<file path="src/rtl/mips_ctrl_pkg.sv">
// -----------------------------------------------------------------------------
// mips_ctrl_pkg
// Shared definitions for the multicycle MIPS control FSM: state encoding,
// opcode/funct constants, ALU control codes and datapath mux encodings.
// Optional feature macro: MIPS_JAL_EN (adds the JAL state usage in the top).
// -----------------------------------------------------------------------------
package mips_ctrl_pkg;

    typedef enum logic [3:0] {
        S_FETCH  = 4'd0,
        S_DECODE = 4'd1,
        S_MEMADR = 4'd2,
        S_MEMRD  = 4'd3,
        S_MEMWB  = 4'd4,
        S_MEMWR  = 4'd5,
        S_EXEC   = 4'd6,
        S_ALUWB  = 4'd7,
        S_BRANCH = 4'd8,
        S_ADDIEX = 4'd9,
        S_ADDIWB = 4'd10,
        S_JUMP   = 4'd11,
        S_JAL    = 4'd12
    } state_t;

    // Opcodes (Instr[31:26])
    localparam logic [5:0] OP_RTYPE = 6'b000000;
    localparam logic [5:0] OP_J     = 6'b000010;
    localparam logic [5:0] OP_JAL   = 6'b000011;
    localparam logic [5:0] OP_BEQ   = 6'b000100;
    localparam logic [5:0] OP_BNE   = 6'b000101;
    localparam logic [5:0] OP_ADDI  = 6'b001000;
    localparam logic [5:0] OP_LW    = 6'b100011;
    localparam logic [5:0] OP_SW    = 6'b101011;

    // R-type funct codes (Instr[5:0])
    localparam logic [5:0] FN_SLL = 6'b000000;
    localparam logic [5:0] FN_SRL = 6'b000010;
    localparam logic [5:0] FN_JR  = 6'b001000;
    localparam logic [5:0] FN_ADD = 6'b100000;
    localparam logic [5:0] FN_SUB = 6'b100010;
    localparam logic [5:0] FN_AND = 6'b100100;
    localparam logic [5:0] FN_OR  = 6'b100101;
    localparam logic [5:0] FN_SLT = 6'b101010;

    // ALU control codes
    localparam logic [3:0] ALU_AND = 4'b0000;
    localparam logic [3:0] ALU_OR  = 4'b0001;
    localparam logic [3:0] ALU_ADD = 4'b0010;
    localparam logic [3:0] ALU_SUB = 4'b0110;
    localparam logic [3:0] ALU_SLT = 4'b0111;
    localparam logic [3:0] ALU_SLL = 4'b1000;
    localparam logic [3:0] ALU_SRL = 4'b1001;

    // pc_src encodings
    localparam logic [1:0] PCSRC_ALU    = 2'b00;
    localparam logic [1:0] PCSRC_ALUOUT = 2'b01;
    localparam logic [1:0] PCSRC_JUMP   = 2'b10;
    localparam logic [1:0] PCSRC_RS     = 2'b11;

    // alu_src_b encodings
    localparam logic [1:0] SRCB_RT      = 2'b00;
    localparam logic [1:0] SRCB_FOUR    = 2'b01;
    localparam logic [1:0] SRCB_IMM     = 2'b10;
    localparam logic [1:0] SRCB_IMM_SH2 = 2'b11;

endpackage

</file>
<file path="src/rtl/mips_multicycle_ctrl_alu_decode.sv">
// -----------------------------------------------------------------------------
// mips_alu_decode
// Combinational R-type funct decoder.
// Ports:
//   funct     in  6  Instr[5:0]
//   alu_ctrl  out 4  ALU operation for the funct (ADD when not an ALU op)
//   is_jr     out 1  funct is JR (handled by the FSM, not the ALU)
//   bad_funct out 1  funct is not supported
// -----------------------------------------------------------------------------
module mips_alu_decode
    import mips_ctrl_pkg::*;
(
    input  logic [5:0] funct,
    output logic [3:0] alu_ctrl,
    output logic       is_jr,
    output logic       bad_funct
);

    always_comb begin
        alu_ctrl  = ALU_ADD;
        is_jr     = 1'b0;
        bad_funct = 1'b0;
        case (funct)
            FN_ADD:  alu_ctrl = ALU_ADD;
            FN_SUB:  alu_ctrl = ALU_SUB;
            FN_AND:  alu_ctrl = ALU_AND;
            FN_OR:   alu_ctrl = ALU_OR;
            FN_SLT:  alu_ctrl = ALU_SLT;
            FN_SLL:  alu_ctrl = ALU_SLL;
            FN_SRL:  alu_ctrl = ALU_SRL;
            FN_JR:   is_jr    = 1'b1;
            default: bad_funct = 1'b1;
        endcase
    end

endmodule

</file>
<file path="src/rtl/mips_multicycle_ctrl.sv">
// -----------------------------------------------------------------------------
// mips_multicycle_ctrl
// Multicycle control FSM for a shared-ALU MIPS datapath with one unified
// instruction/data memory port (req/ready handshake). Also counts retired
// instructions and pulses `illegal` on unsupported opcodes/functs.
//
// Optional feature macro: MIPS_JAL_EN
//   defined   : JAL (op 000011) is supported; adds link_dst/link_data outputs
//   undefined : JAL is treated as an illegal opcode; no link ports
//
// Ports:
//   clk, reset (async, active-high)
//   op, funct, zero, mem_ready                              inputs
//   mem_req, mem_we, iord, ir_we, pc_en, reg_we, reg_dst,
//   mem_to_reg, alu_src_a, alu_src_b, pc_src, alu_ctrl      datapath controls
//   instret                                                 retired count
//   illegal                                                 illegal pulse
//   link_dst, link_data                                     (MIPS_JAL_EN only)
// -----------------------------------------------------------------------------
module mips_multicycle_ctrl
    import mips_ctrl_pkg::*;
#(
    parameter int CNT_W = 32
) (
    input  logic             clk,
    input  logic             reset,
    input  logic [5:0]       op,
    input  logic [5:0]       funct,
    input  logic             zero,
    input  logic             mem_ready,
    output logic             mem_req,
    output logic             mem_we,
    output logic             iord,
    output logic             ir_we,
    output logic             pc_en,
    output logic             reg_we,
    output logic             reg_dst,
    output logic             mem_to_reg,
    output logic             alu_src_a,
    output logic [1:0]       alu_src_b,
    output logic [1:0]       pc_src,
    output logic [3:0]       alu_ctrl,
    output logic [CNT_W-1:0] instret,
`ifdef MIPS_JAL_EN
    output logic             link_dst,
    output logic             link_data,
`endif
    output logic             illegal
);

    state_t           state_q, state_d;
    logic [CNT_W-1:0] instret_q;
    logic             retire;

    logic [3:0] dec_alu_ctrl;
    logic       dec_is_jr;
    logic       dec_bad_funct;

    mips_alu_decode u_alu_decode (
        .funct     (funct),
        .alu_ctrl  (dec_alu_ctrl),
        .is_jr     (dec_is_jr),
        .bad_funct (dec_bad_funct)
    );

    always_ff @(posedge clk or posedge reset) begin
        if (reset) begin
            state_q   <= S_FETCH;
            instret_q <= '0;
        end else begin
            state_q <= state_d;
            if (retire) begin
                instret_q <= instret_q + CNT_W'(1);
            end
        end
    end

    assign instret = instret_q;

    // Outputs are forced low while reset is held so an access in flight is
    // withdrawn immediately, not at the next clock edge.
    always_comb begin
        state_d    = state_q;
        retire     = 1'b0;
        mem_req    = 1'b0;
        mem_we     = 1'b0;
        iord       = 1'b0;
        ir_we      = 1'b0;
        pc_en      = 1'b0;
        reg_we     = 1'b0;
        reg_dst    = 1'b0;
        mem_to_reg = 1'b0;
        alu_src_a  = 1'b0;
        alu_src_b  = SRCB_RT;
        pc_src     = PCSRC_ALU;
        alu_ctrl   = ALU_AND;
        illegal    = 1'b0;
`ifdef MIPS_JAL_EN
        link_dst   = 1'b0;
        link_data  = 1'b0;
`endif
        if (!reset) begin
            case (state_q)
                S_FETCH: begin
                    mem_req   = 1'b1;
                    alu_src_b = SRCB_FOUR;
                    alu_ctrl  = ALU_ADD;
                    if (mem_ready) begin
                        ir_we   = 1'b1;
                        pc_en   = 1'b1;
                        state_d = S_DECODE;
                    end
                end
                S_DECODE: begin
                    // Branch target is computed here speculatively into ALUOut.
                    alu_src_b = SRCB_IMM_SH2;
                    alu_ctrl  = ALU_ADD;
                    case (op)
                        OP_LW, OP_SW:   state_d = S_MEMADR;
                        OP_RTYPE:       state_d = S_EXEC;
                        OP_BEQ, OP_BNE: state_d = S_BRANCH;
                        OP_ADDI:        state_d = S_ADDIEX;
                        OP_J:           state_d = S_JUMP;
`ifdef MIPS_JAL_EN
                        OP_JAL:         state_d = S_JAL;
`endif
                        default: begin
                            illegal = 1'b1;
                            state_d = S_FETCH;
                        end
                    endcase
                end
                S_MEMADR: begin
                    alu_src_a = 1'b1;
                    alu_src_b = SRCB_IMM;
                    alu_ctrl  = ALU_ADD;
                    state_d   = (op == OP_SW) ? S_MEMWR : S_MEMRD;
                end
                S_MEMRD: begin
                    mem_req = 1'b1;
                    iord    = 1'b1;
                    if (mem_ready) begin
                        state_d = S_MEMWB;
                    end
                end
                S_MEMWB: begin
                    reg_we     = 1'b1;
                    mem_to_reg = 1'b1;
                    state_d    = S_FETCH;
                    retire     = 1'b1;
                end
                S_MEMWR: begin
                    mem_req = 1'b1;
                    mem_we  = 1'b1;
                    iord    = 1'b1;
                    if (mem_ready) begin
                        state_d = S_FETCH;
                        retire  = 1'b1;
                    end
                end
                S_EXEC: begin
                    alu_src_a = 1'b1;
                    alu_src_b = SRCB_RT;
                    alu_ctrl  = dec_alu_ctrl;
                    if (dec_is_jr) begin
                        pc_src  = PCSRC_RS;
                        pc_en   = 1'b1;
                        state_d = S_FETCH;
                        retire  = 1'b1;
                    end else if (dec_bad_funct) begin
                        illegal = 1'b1;
                        state_d = S_FETCH;
                    end else begin
                        state_d = S_ALUWB;
                    end
                end
                S_ALUWB: begin
                    reg_we  = 1'b1;
                    reg_dst = 1'b1;
                    state_d = S_FETCH;
                    retire  = 1'b1;
                end
                S_BRANCH: begin
                    alu_src_a = 1'b1;
                    alu_src_b = SRCB_RT;
                    alu_ctrl  = ALU_SUB;
                    pc_src    = PCSRC_ALUOUT;
                    pc_en     = (op == OP_BNE) ? ~zero : zero;
                    state_d   = S_FETCH;
                    retire    = 1'b1;
                end
                S_ADDIEX: begin
                    alu_src_a = 1'b1;
                    alu_src_b = SRCB_IMM;
                    alu_ctrl  = ALU_ADD;
                    state_d   = S_ADDIWB;
                end
                S_ADDIWB: begin
                    reg_we  = 1'b1;
                    state_d = S_FETCH;
                    retire  = 1'b1;
                end
                S_JUMP: begin
                    pc_src  = PCSRC_JUMP;
                    pc_en   = 1'b1;
                    state_d = S_FETCH;
                    retire  = 1'b1;
                end
`ifdef MIPS_JAL_EN
                S_JAL: begin
                    pc_src    = PCSRC_JUMP;
                    pc_en     = 1'b1;
                    reg_we    = 1'b1;
                    link_dst  = 1'b1;
                    link_data = 1'b1;
                    state_d   = S_FETCH;
                    retire    = 1'b1;
                end
`endif
                default: state_d = S_FETCH;
            endcase
        end
    end

endmodule

</file>
<file path="config.mk">
export PLATFORM = sky130hd
export DESIGN_NAME = mips_multicycle_ctrl
export DESIGN_NICKNAME = d
export VERILOG_FILES = /design/src/rtl/mips_ctrl_pkg.sv /design/src/rtl/mips_multicycle_ctrl_alu_decode.sv /design/src/rtl/mips_multicycle_ctrl.sv
export SDC_FILE = /design/constraint.sdc
export NUM_CORES = 1
export LEC_CHECK = 0
export CORE_MARGIN = 3
export CORE_UTILIZATION = 48
export DETAILED_ROUTE_END_ITERATION = 6
export GPL_ROUTABILITY_DRIVEN = 0
export PLACE_DENSITY_LB_ADDON = 0.1
export SLEW_MARGIN = 15
export SYNTH_ARGS = -nofsm -noshare
export SYNTH_HDL_FRONTEND = slang
export SYNTH_SLANG_ARGS = --single-unit
</file>
<file path="constraint.sdc">
create_clock -name clk -period 3.8 [get_ports clk]
set_input_delay 1.14 -clock clk [delete_from_list [all_inputs] [get_ports clk]]
set_output_delay 1.14 -clock clk [all_outputs]
set_load 0.01 [all_outputs]
</file>
==> results of run 1 <==
power breakdown:
| part | total (mW) | internal, mW | switching [mW] |
|---|---|---|---|
| clock | 0.287 | 0.147 | 0.140 |
| combinational | 0.549 | 0.251 | 0.298 |
| sequential | 0.489 | 0.416 | 0.0728 |
final timing paths:
| path | start | endpoint | slack, ns |
|---|---|---|---|
| worst min-delay path | instret[31]$_DFFE_PP0P_ | instret[31]$_DFFE_PP0P_ | 0.50 |
| worst max register to register | state_q[0]$_DFFE_PP0P_ | instret[31]$_DFFE_PP0P_ | 1.46 |
| min in group asynchronous | reset | instret[23]$_DFFE_PP0P_ | 1.37 |
| max in group asynchronous | reset | state_q[0]$_DFFE_PP0P_ | 2.11 |
| worst max-delay path | funct[2] | alu_ctrl[2] | 0.06 |
| worst min register to register | instret[31]$_DFFE_PP0P_ | instret[31]$_DFFE_PP0P_ | 0.50 |
cells by family (layout without fill, tap and decap cells):
logic type                 Yosys count  count (layout)  share of synthesized area
xor gates and xnor gates            36              36                      0.134
and+or+nand+nor                    134             134                      0.321
DFF                                 36              36                      0.383
buffers and inverters               19             120                     0.0399
AOI/OAI and AO/OA                   36              36                      0.112
adders and majority gates            1               1                    0.00532
muxes                                1               1                    0.00426
registers in the layout, indices dropped and copies added (netlist names):
register and flops:
instret 32, state_q 4
cells in the final DEF, fill, tap and decap left out, types with 2 or more instances in the layout:
| cell | instances |
|---|---|
| a211oi_1 | 3 |
| a211oi_2 | 2 |
| a21oi_1 | 8 |
| a31oi_1 | 2 |
| and3_1 | 10 |
| and4_1 | 2 |
| buf_2 | 2 |
| buf_4 | 40 |
| clkbuf_2 | 5 |
| clkbuf_8 | 6 |
| clkdlybuf4s50_1 | 48 |
| dfrtp_1 | 36 |
| dlygate4sd2_1 | 5 |
| dlymetal6s2s_1 | 4 |
| inv_1 | 6 |
| nand2_1 | 22 |
| nand2b_1 | 2 |
| nand3_1 | 18 |
| nand3_2 | 3 |
| nand4_1 | 14 |
| nor2_1 | 22 |
| nor2_4 | 2 |
| nor3_1 | 11 |
| nor4_1 | 9 |
| nor4_2 | 2 |
| nor4_4 | 2 |
| nor4b_1 | 3 |
| o21ai_0 | 3 |
| o21ai_1 | 3 |
| o22ai_1 | 4 |
| or2_2 | 2 |
| xnor2_1 | 21 |
| xor2_1 | 15 |
layer usage:
layer / global-route usage / up-vias / part of all wire
met4: 0.0543 / 0 / 0.013
met2: 0.381 / 94 / 0.48
met3: 0.0496 / 15 / 0.050
li1: - / 1150 / -
met1: 0.323 / 1166 / 0.46
met5: 0 / - / 0
layout make-up:
class                      count  area [um^2]
sequential                    36          901
clock inverter                 1         7.51
tap                           65         81.3
inverter                       6         22.5
multi-input combinational    208         1410
timing repair buffer         106          932
clock buffer                   7         86.3
fill                         344         1100
what timing repair did:
action | CTS | global route
buffers inserted | 10 | 0
endpoints found under the setup margin | 13 | 4
pin swaps | 6 | 7
resized for setup | 29 | 20
metrics by stage:
step	setup TNS, ns	area [um^2]	power, mW	worst slack [ns]	instances
detailed placement	-2.79	3240	1.03	-0.757	411
global route	-0.0396	3440	1.40	-0.0396	429
floorplan	0	2350	0.786	0.0768	263
CTS	-0.0874	3430	1.32	-0.0874	429
finish	0	3440	1.32	0.0642	429
global placement	-2.58	3240	1.02	-0.741	411
==> results_dict.tcl, run 1 <==
set metrics [dict create \
    status "finished clean" \
    worst_path_max_delay_cell "clkdlybuf4s50_1" \
    worst_hold_slack_ns 0.496 \
    async_flop_share 1.00 \
    synth_flop_cell "dfrtp_1" \
    yosysTopAreaCell "dfrtp_1" \
    portBuffers 65 \
    rows 24 \
    hold_depth 1 \
    holdBufCountCts 0 \
    cp_cell_sequence "clkdlybuf4s50_1 > buf_4 > nor4_1 > nand4_1 > a211oi_2 > clkdlybuf4s15_2" \
    die-height_um 76.0 \
    synthTopCellsByArea "dfrtp_1 38%, xnor2_1 7.8%, xor2_1 5.6%" \
    avgViaCountPerCell 5.65 \
    routed_wl_um 6560 \
    worstPathMaxFanout 4 \
    cts_root_buf "clkbuf_8" \
    startpoint_type "input pin" \
    initial_core_util 0.518 \
    htreeDepth 2 \
    cts.sinks 36 \
    grt.overflow.total 0 \
    die_area_um2 5770 \
    maxSlewHeadroom 0.632 \
    crit_buf_inv 3 \
    synth_warnings 0 \
    synth_common_cells "36 x dfrtp_1, 24 x nor2_1, 22 x nand2_1, 21 x xnor2_1, 20 x nand3_1" \
    finalNetCount 380 \
    synth_edf_count 0 \
    drv_slew 0 \
    first_pass_iters 4 \
    ff2ff_path_depth 9 \
    synthesis.area_um2 2350 \
    end_kind "output port" \
    fin_crit_sh 0.983 \
    path_depth 6 \
    vias 2425 \
    coreArea_um2 4530 \
    critPathMaxStageDelay_ns 0.46 \
    cts_made_buffers 5 \
    max_cap_viol_count 0 \
    drc 0 \
    ant_nets 0 \
    critPathRequiredTime_ns 2.66 \
    syn_area_per_cell_um2 8.94 \
    synth_most_common_cell "dfrtp_1" \
    synthesis.nets 280 \
    antenna_found_initial 0 \
    syn_inst 263 \
    p_leak_nw 1.44 \
    grt_usage 0.235 \
    cts_tree "done" \
    clock_skew_ns 0.00850 \
    dieWidth_um 76.0 \
    clk_pin_slew_worst_paths_ns 0.06 \
    synth-seq-cells 36 \
    path_class "input pin to output port" \
    power_density_nw_per_um2 385 \
    cp.arrival_ns 2.60 \
    yosysSeqAreaShare 0.383 \
    vdd_drop_max_mv 0.225 \
    grt_first_pass_wirelength_um 11300 \
    clockBufferDepth 2 \
    ioPinCount 66 \
    rsz0062_at_grt "true" \
    layout_min_cycle_time_ns 3.74 \
    hpwl_um 4500 \
    fmax_ghz 0.268 \
    routedWlPerCell_um 15.3 \
    drt_iter0_drc 269 \
    synth_top_area_share 0.383 \
    syn_to_final_growth_pct 46.2 \
    utilization 0.758 \
    hold_class "register to register" \
    num_antenna_cells 0 \
    hold_viol_final 0 \
    grt_max_degree 38 \
    synth_cell_types 51 \
    grt_pass1_vias 2346 \
    drive_above_1_share 0.212 \
    clkLatencyLatePin_ns 0.29 \
    worst_pin_slew_ns 0.547 \
    cp_top_family "buffers and inverters" \
    setup_violations 0 \
]
(Power assumes the default switching activity.)
==> inputs of run 2 (changes only) <==
--- a/config.mk
+++ b/config.mk
@@ -9,7 +9,7 @@
 export CORE_UTILIZATION = 48
 export DETAILED_ROUTE_END_ITERATION = 6
 export GPL_ROUTABILITY_DRIVEN = 0
-export PLACE_DENSITY_LB_ADDON = 0.1
+export PLACE_DENSITY = 0.8
 export SLEW_MARGIN = 15
 export SYNTH_ARGS = -nofsm -noshare
 export SYNTH_HDL_FRONTEND = slang
==> results_dict.tcl, run 2 (synthesis gave the netlist of run 1 again) <==
set metrics [dict create \
    status "finished clean" \
    hpwl_um 4680 \
    grt_usage 0.229 \
    p_leak_nw 1.42 \
    clk_pin_slew_worst_paths_ns 0.07 \
    drive_above_1_share 0.203 \
    cts_tree "done" \
    cts_made_buffers 5 \
    power_density_nw_per_um2 386 \
    startpoint_type "input pin" \
    ant_nets 0 \
    max_cap_viol_count 0 \
    grt_first_pass_wirelength_um 11200 \
    utilization 0.749 \
    clockBufferDepth 2 \
    cts.sinks 36 \
    grt_max_degree 38 \
    ioPinCount 66 \
    portBuffers 65 \
    finalNetCount 375 \
    num-fill-cells 326 \
    largest_reg_flops 32 \
    rows 24 \
    syn_to_final_growth_pct 44.4 \
    htreeDepth 2 \
    clkLatencyLatePin_ns 0.29 \
    routed_wl_um 6470 \
    end_kind "output port" \
    grt.overflow.total 0 \
    num_antenna_cells 0 \
    dieWidth_um 76.0 \
    final_common_cell "clkdlybuf4s50_1" \
    routedWlPerCell_um 15.3 \
    hold_depth 1 \
    die_area_um2 5770 \
    coreArea_um2 4530 \
    clock_skew_ns 0.00474 \
    final.setup.tns_ns 0 \
    first_pass_iters 5 \
    vdd_drop_max_mv 0.368 \
    layout_min_cycle_time_ns 3.74 \
    critPathRequiredTime_ns 2.66 \
    worst_pin_slew_ns 0.593 \
    die-height_um 76.0 \
    cts_root_buf "clkbuf_8" \
    vias 2397 \
    cp.arrival_ns 2.60 \
    fmax_ghz 0.267 \
    hold_viol_final 0 \
    worst_hold_slack_ns 0.483 \
    rsz0062_at_grt "true" \
    ff2ff_path_depth 8 \
    drt_iter0_drc 230 \
    setup_violations 0 \
    grt_pass1_vias 2327 \
    antenna_found_initial 0 \
    preCtsSetupSlack_ns -0.768 \
    hold_class "register to register" \
    drv_slew 0 \
    fin_crit_sh 0.984 \
    path_class "input pin to output port" \
    holdBufCountCts 0 \
    worstPathMaxFanout 4 \
    drc 0 \
    layout_setup_ws_ns 0.0595 \
    initial_core_util 0.518 \
    maxSlewHeadroom 0.601 \
    final_cell_mix "48 x clkdlybuf4s50_1, 36 x dfrtp_1, 36 x buf_4, 22 x nand2_1, 22 x nor2_1" \
    avgViaCountPerCell 5.65 \
]
-- run 2: area by class of cell --
type	count	area (um^2)	share of cell area
well taps	65	81.3	0.0240
inverters	6	22.5	0.00663
repair buffers	101	878	0.259
multi-input cells	208	1420	0.418
clock inverters	2	10.0	0.00295
flip-flops and latches	36	901	0.265
clock buffers	6	82.6	0.0243
-- run 2: worst max-delay path, cell delays in order --
cell,delay [ns]
dlygate4sd2_1,0.29
nor4_2,0.33
buf_4,0.17
and3_1,0.14
clkdlybuf4s50_1,0.53
-- run 2: final timing paths --
kind,from,endpoint,slack (ns)
worst min register to register,instret[31]$_DFFE_PP0P_,instret[31]$_DFFE_PP0P_,0.48
worst min-delay path,instret[31]$_DFFE_PP0P_,instret[31]$_DFFE_PP0P_,0.48
worst max-delay path,reset,ir_we,0.06
max in group asynchronous,reset,instret[23]$_DFFE_PP0P_,2.10
min in group asynchronous,reset,instret[6]$_DFFE_PP0P_,1.37
worst max register to register,state_q[1]$_DFFE_PP0P_,instret[13]$_DFFE_PP0P_,1.42
-- run 2: layer usage --
| metal | part of all wire | up-vias | wire (um) | track usage |
|---|---|---|---|---|
| met1 | 0.44 | 1154 | 2880 | 0.320 |
| met2 | 0.49 | 88 | 3150 | 0.370 |
| met4 | 0.010 | 0 | 65 | 0.0453 |
| li1 | - | 1144 | - | - |
| met5 | 0 | - | 0 | 0 |
| met3 | 0.058 | 11 | 378 | 0.0473 |
-- run 2: report_power, final --
part           total, mW  leakage (nW)  switching, mW  internal, mW
Clock              0.280        0.0510          0.135         0.145
Sequential         0.486         0.462         0.0694         0.416
Combinational      0.546         0.903          0.298         0.248
Total               1.31          1.42          0.502         0.809
-- run 2: through the flow --
step	area, um^2	power (mW)	std cells
global route	3390	1.39	424
CTS	3370	1.30	421
detailed placement	3240	1.02	411
floorplan	2350	0.786	263
finish	3390	1.31	424
global placement	3240	1.01	411
-- run 2: timing repair --
action / 4_1_cts / 5_1_grt
endpoints found under the setup margin: 13 / 5
pin swaps: 5 / 6
setup buffers: 2 / 3
resized for setup: 33 / 18
==> inputs of run 3 (changes only) <==
--- a/config.mk
+++ b/config.mk
@@ -9,6 +9,7 @@
 export CORE_UTILIZATION = 48
 export DETAILED_ROUTE_END_ITERATION = 6
 export GPL_ROUTABILITY_DRIVEN = 0
+export GPL_TIMING_DRIVEN = 0
 export PLACE_DENSITY = 0.8
 export SLEW_MARGIN = 15
 export SYNTH_ARGS = -nofsm -noshare
==> results_dict.tcl, run 3 (synthesis gave the netlist of run 1 again) <==
set metrics [dict create \
    routed_wl_um 6370 \
    num-fill-cells 350 \
    die_area_um2 5770 \
    grt.overflow.total 0 \
    cp_top_family "compound AO/OA/AOI/OAI gates" \
    crit_buf_inv 2 \
    hold_viol_final 0 \
    clockBufferDepth 2 \
    hpwl_um 4420 \
    die-height_um 76.0 \
    rr_startpoint "instret[3]$_DFFE_PP0P_" \
    syn_to_final_growth_pct 39.8 \
    setup_violations 0 \
    power_mw 1.30 \
    fin_crit_sh 0.991 \
    critPathRequiredTime_ns 2.66 \
    cts.sinks 36 \
    worst_path_max_delay_cell "a2111o_1" \
    place_area_um2 3070 \
    drive_above_1_share 0.136 \
    status "finished clean" \
    grt_max_degree 39 \
    power_density_nw_per_um2 395 \
    cts_made_buffers 5 \
    utilization 0.725 \
    drv_slew 0 \
    drc 0 \
    vdd_drop_max_mv 0.243 \
    finalNetCount 362 \
    p_leak_nw 1.37 \
    grt_pass1_vias 2244 \
    hp-start "instret[31]$_DFFE_PP0P_" \
    routedWlPerCell_um 15.5 \
    grt_first_pass_wirelength_um 11000 \
    worstPathMaxFanout 6 \
    cp_cell_sequence "clkbuf_2 > nor4_4 > nand3_1 > xor2_1 > a2111o_1 > a211oi_2 > buf_2" \
    cp-startpoint "op[1]" \
    max_cap_viol_count 0 \
    layout_min_cycle_time_ns 3.77 \
    final_area_um2 3290 \
    final_cell_mix "44 x clkdlybuf4s50_1, 36 x dfrtp_1, 22 x nand2_1, 22 x nor2_1, 21 x xnor2_1" \
    stdcell_count 411 \
    clk_pin_slew_worst_paths_ns 0.06 \
    ioPinCount 66 \
    startpoint_type "input pin" \
    cts_root_buf "clkbuf_8" \
    cts_tree "done" \
    first_pass_iters 5 \
    clock_skew_ns 0.00624 \
    min_to "instret[31]$_DFFE_PP0P_" \
    holdBufCountCts 0 \
    grt_usage 0.229 \
    end_kind "output port" \
    avgViaCountPerCell 5.75 \
    clkLatencyLatePin_ns 0.29 \
    rows 24 \
    portBuffers 64 \
    ff2ff_path_depth 6 \
    coreArea_um2 4530 \
    critPathMaxStageDelay_ns 0.37 \
    hold_class "register to register" \
    fmax_ghz 0.266 \
    antenna_found_initial 0 \
    largest_reg_flops 32 \
    ant_nets 0 \
    hold_depth 1 \
    path_class "input pin to output port" \
    dieWidth_um 76.0 \
    drt_iter0_drc 251 \
    reg2reg_slack_ns 1.75 \
    cp.arrival_ns 2.63 \
    num_antenna_cells 0 \
    htreeDepth 2 \
    dp_cells 392 \
    rsz0062_at_grt "true" \
    rr_endpoint "instret[31]$_DFFE_PP0P_" \
    maxSlewHeadroom 0.476 \
    worst_pin_slew_ns 0.786 \
    vias 2365 \
    initial_core_util 0.518 \
    final_common_cell "clkdlybuf4s50_1" \
]
run 3: cell types whose count changed in the layout (fill, tap and decap cells not counted), moves of 2 or more:
cell / before / now
clkbuf_1: 0 / 8
buf_6: 0 / 2
o21ai_0: 3 / 6
clkbuf_2: 5 / 3
dlygate4sd2_1: 6 / 11
buf_4: 36 / 12
clkinv_2: 2 / 0
dlymetal6s2s_1: 2 / 4
o21ai_1: 3 / 0
clkdlybuf4s50_1: 48 / 44
run 3: how the worst max path moves through the flow:
stage | to | slack, ns | cells past startpoint
finish | pc_en | 0.03 | 7
global route | pc_en | -0.06 | 7
CTS | pc_en | -0.11 | 7
detailed placement | pc_en | -0.87 | 7
global placement | pc_en | -0.88 | 7
floorplan | pc_en | 0.08 | 6
run 3: layout make-up:
class	count	area (um^2)	share of cell area
Timing Repair Buffer	75	699	0.213
Inverter	6	22.5	0.00685
Buffer	13	71.3	0.0217
Tap cell	65	81.3	0.0248
Clock buffer	8	90.1	0.0274
Sequential cell	36	901	0.274
Multi-Input combinational cell	208	1420	0.432
run 3: worst reg2reg max path, stage by stage, from the launching register on:
cell     delay (ns)
dfrtp_1        0.44
and3_1         0.26
nand3_1        0.14
buf_2          0.23
nor3_1         0.50
nand4_1        0.20
xnor2_1        0.17
run 3: report_power, final:
part	internal, mW	switching [mW]
Combinational	0.230	0.320
Clock	0.148	0.131
Sequential	0.417	0.0530
Total	0.795	0.504
run 3: through the flow:
stage / worst slack [ns] / TNS, ns / hold WS [ns]
after floorplan: 0.0768 / 0 / 0.508
after global placement: -0.882 / -4.38 / 0.474
after detailed placement: -0.872 / -4.23 / 0.475
after CTS: -0.114 / -0.114 / 0.490
after global routing: -0.0617 / -0.0797 / 0.512
final: 0.0336 / 0 / 0.481
run 3: routing by layer:
layer	wire, um	up-vias	share of wire	global-route usage
met1	2870	1109	0.45	0.330
li1	-	1123	-	-
met4	129	0	0.020	0.0688
met3	457	18	0.072	0.0461
met2	2910	115	0.46	0.350
met5	0	-	0	0
run 3: timing repair:
item | in CTS | in global routing
buffers inserted | 10 | 1
cloned | 0 | 0
pin swaps | 5 | 1
resized for setup | 28 | 13
endpoints found under the setup margin | 18 | 6
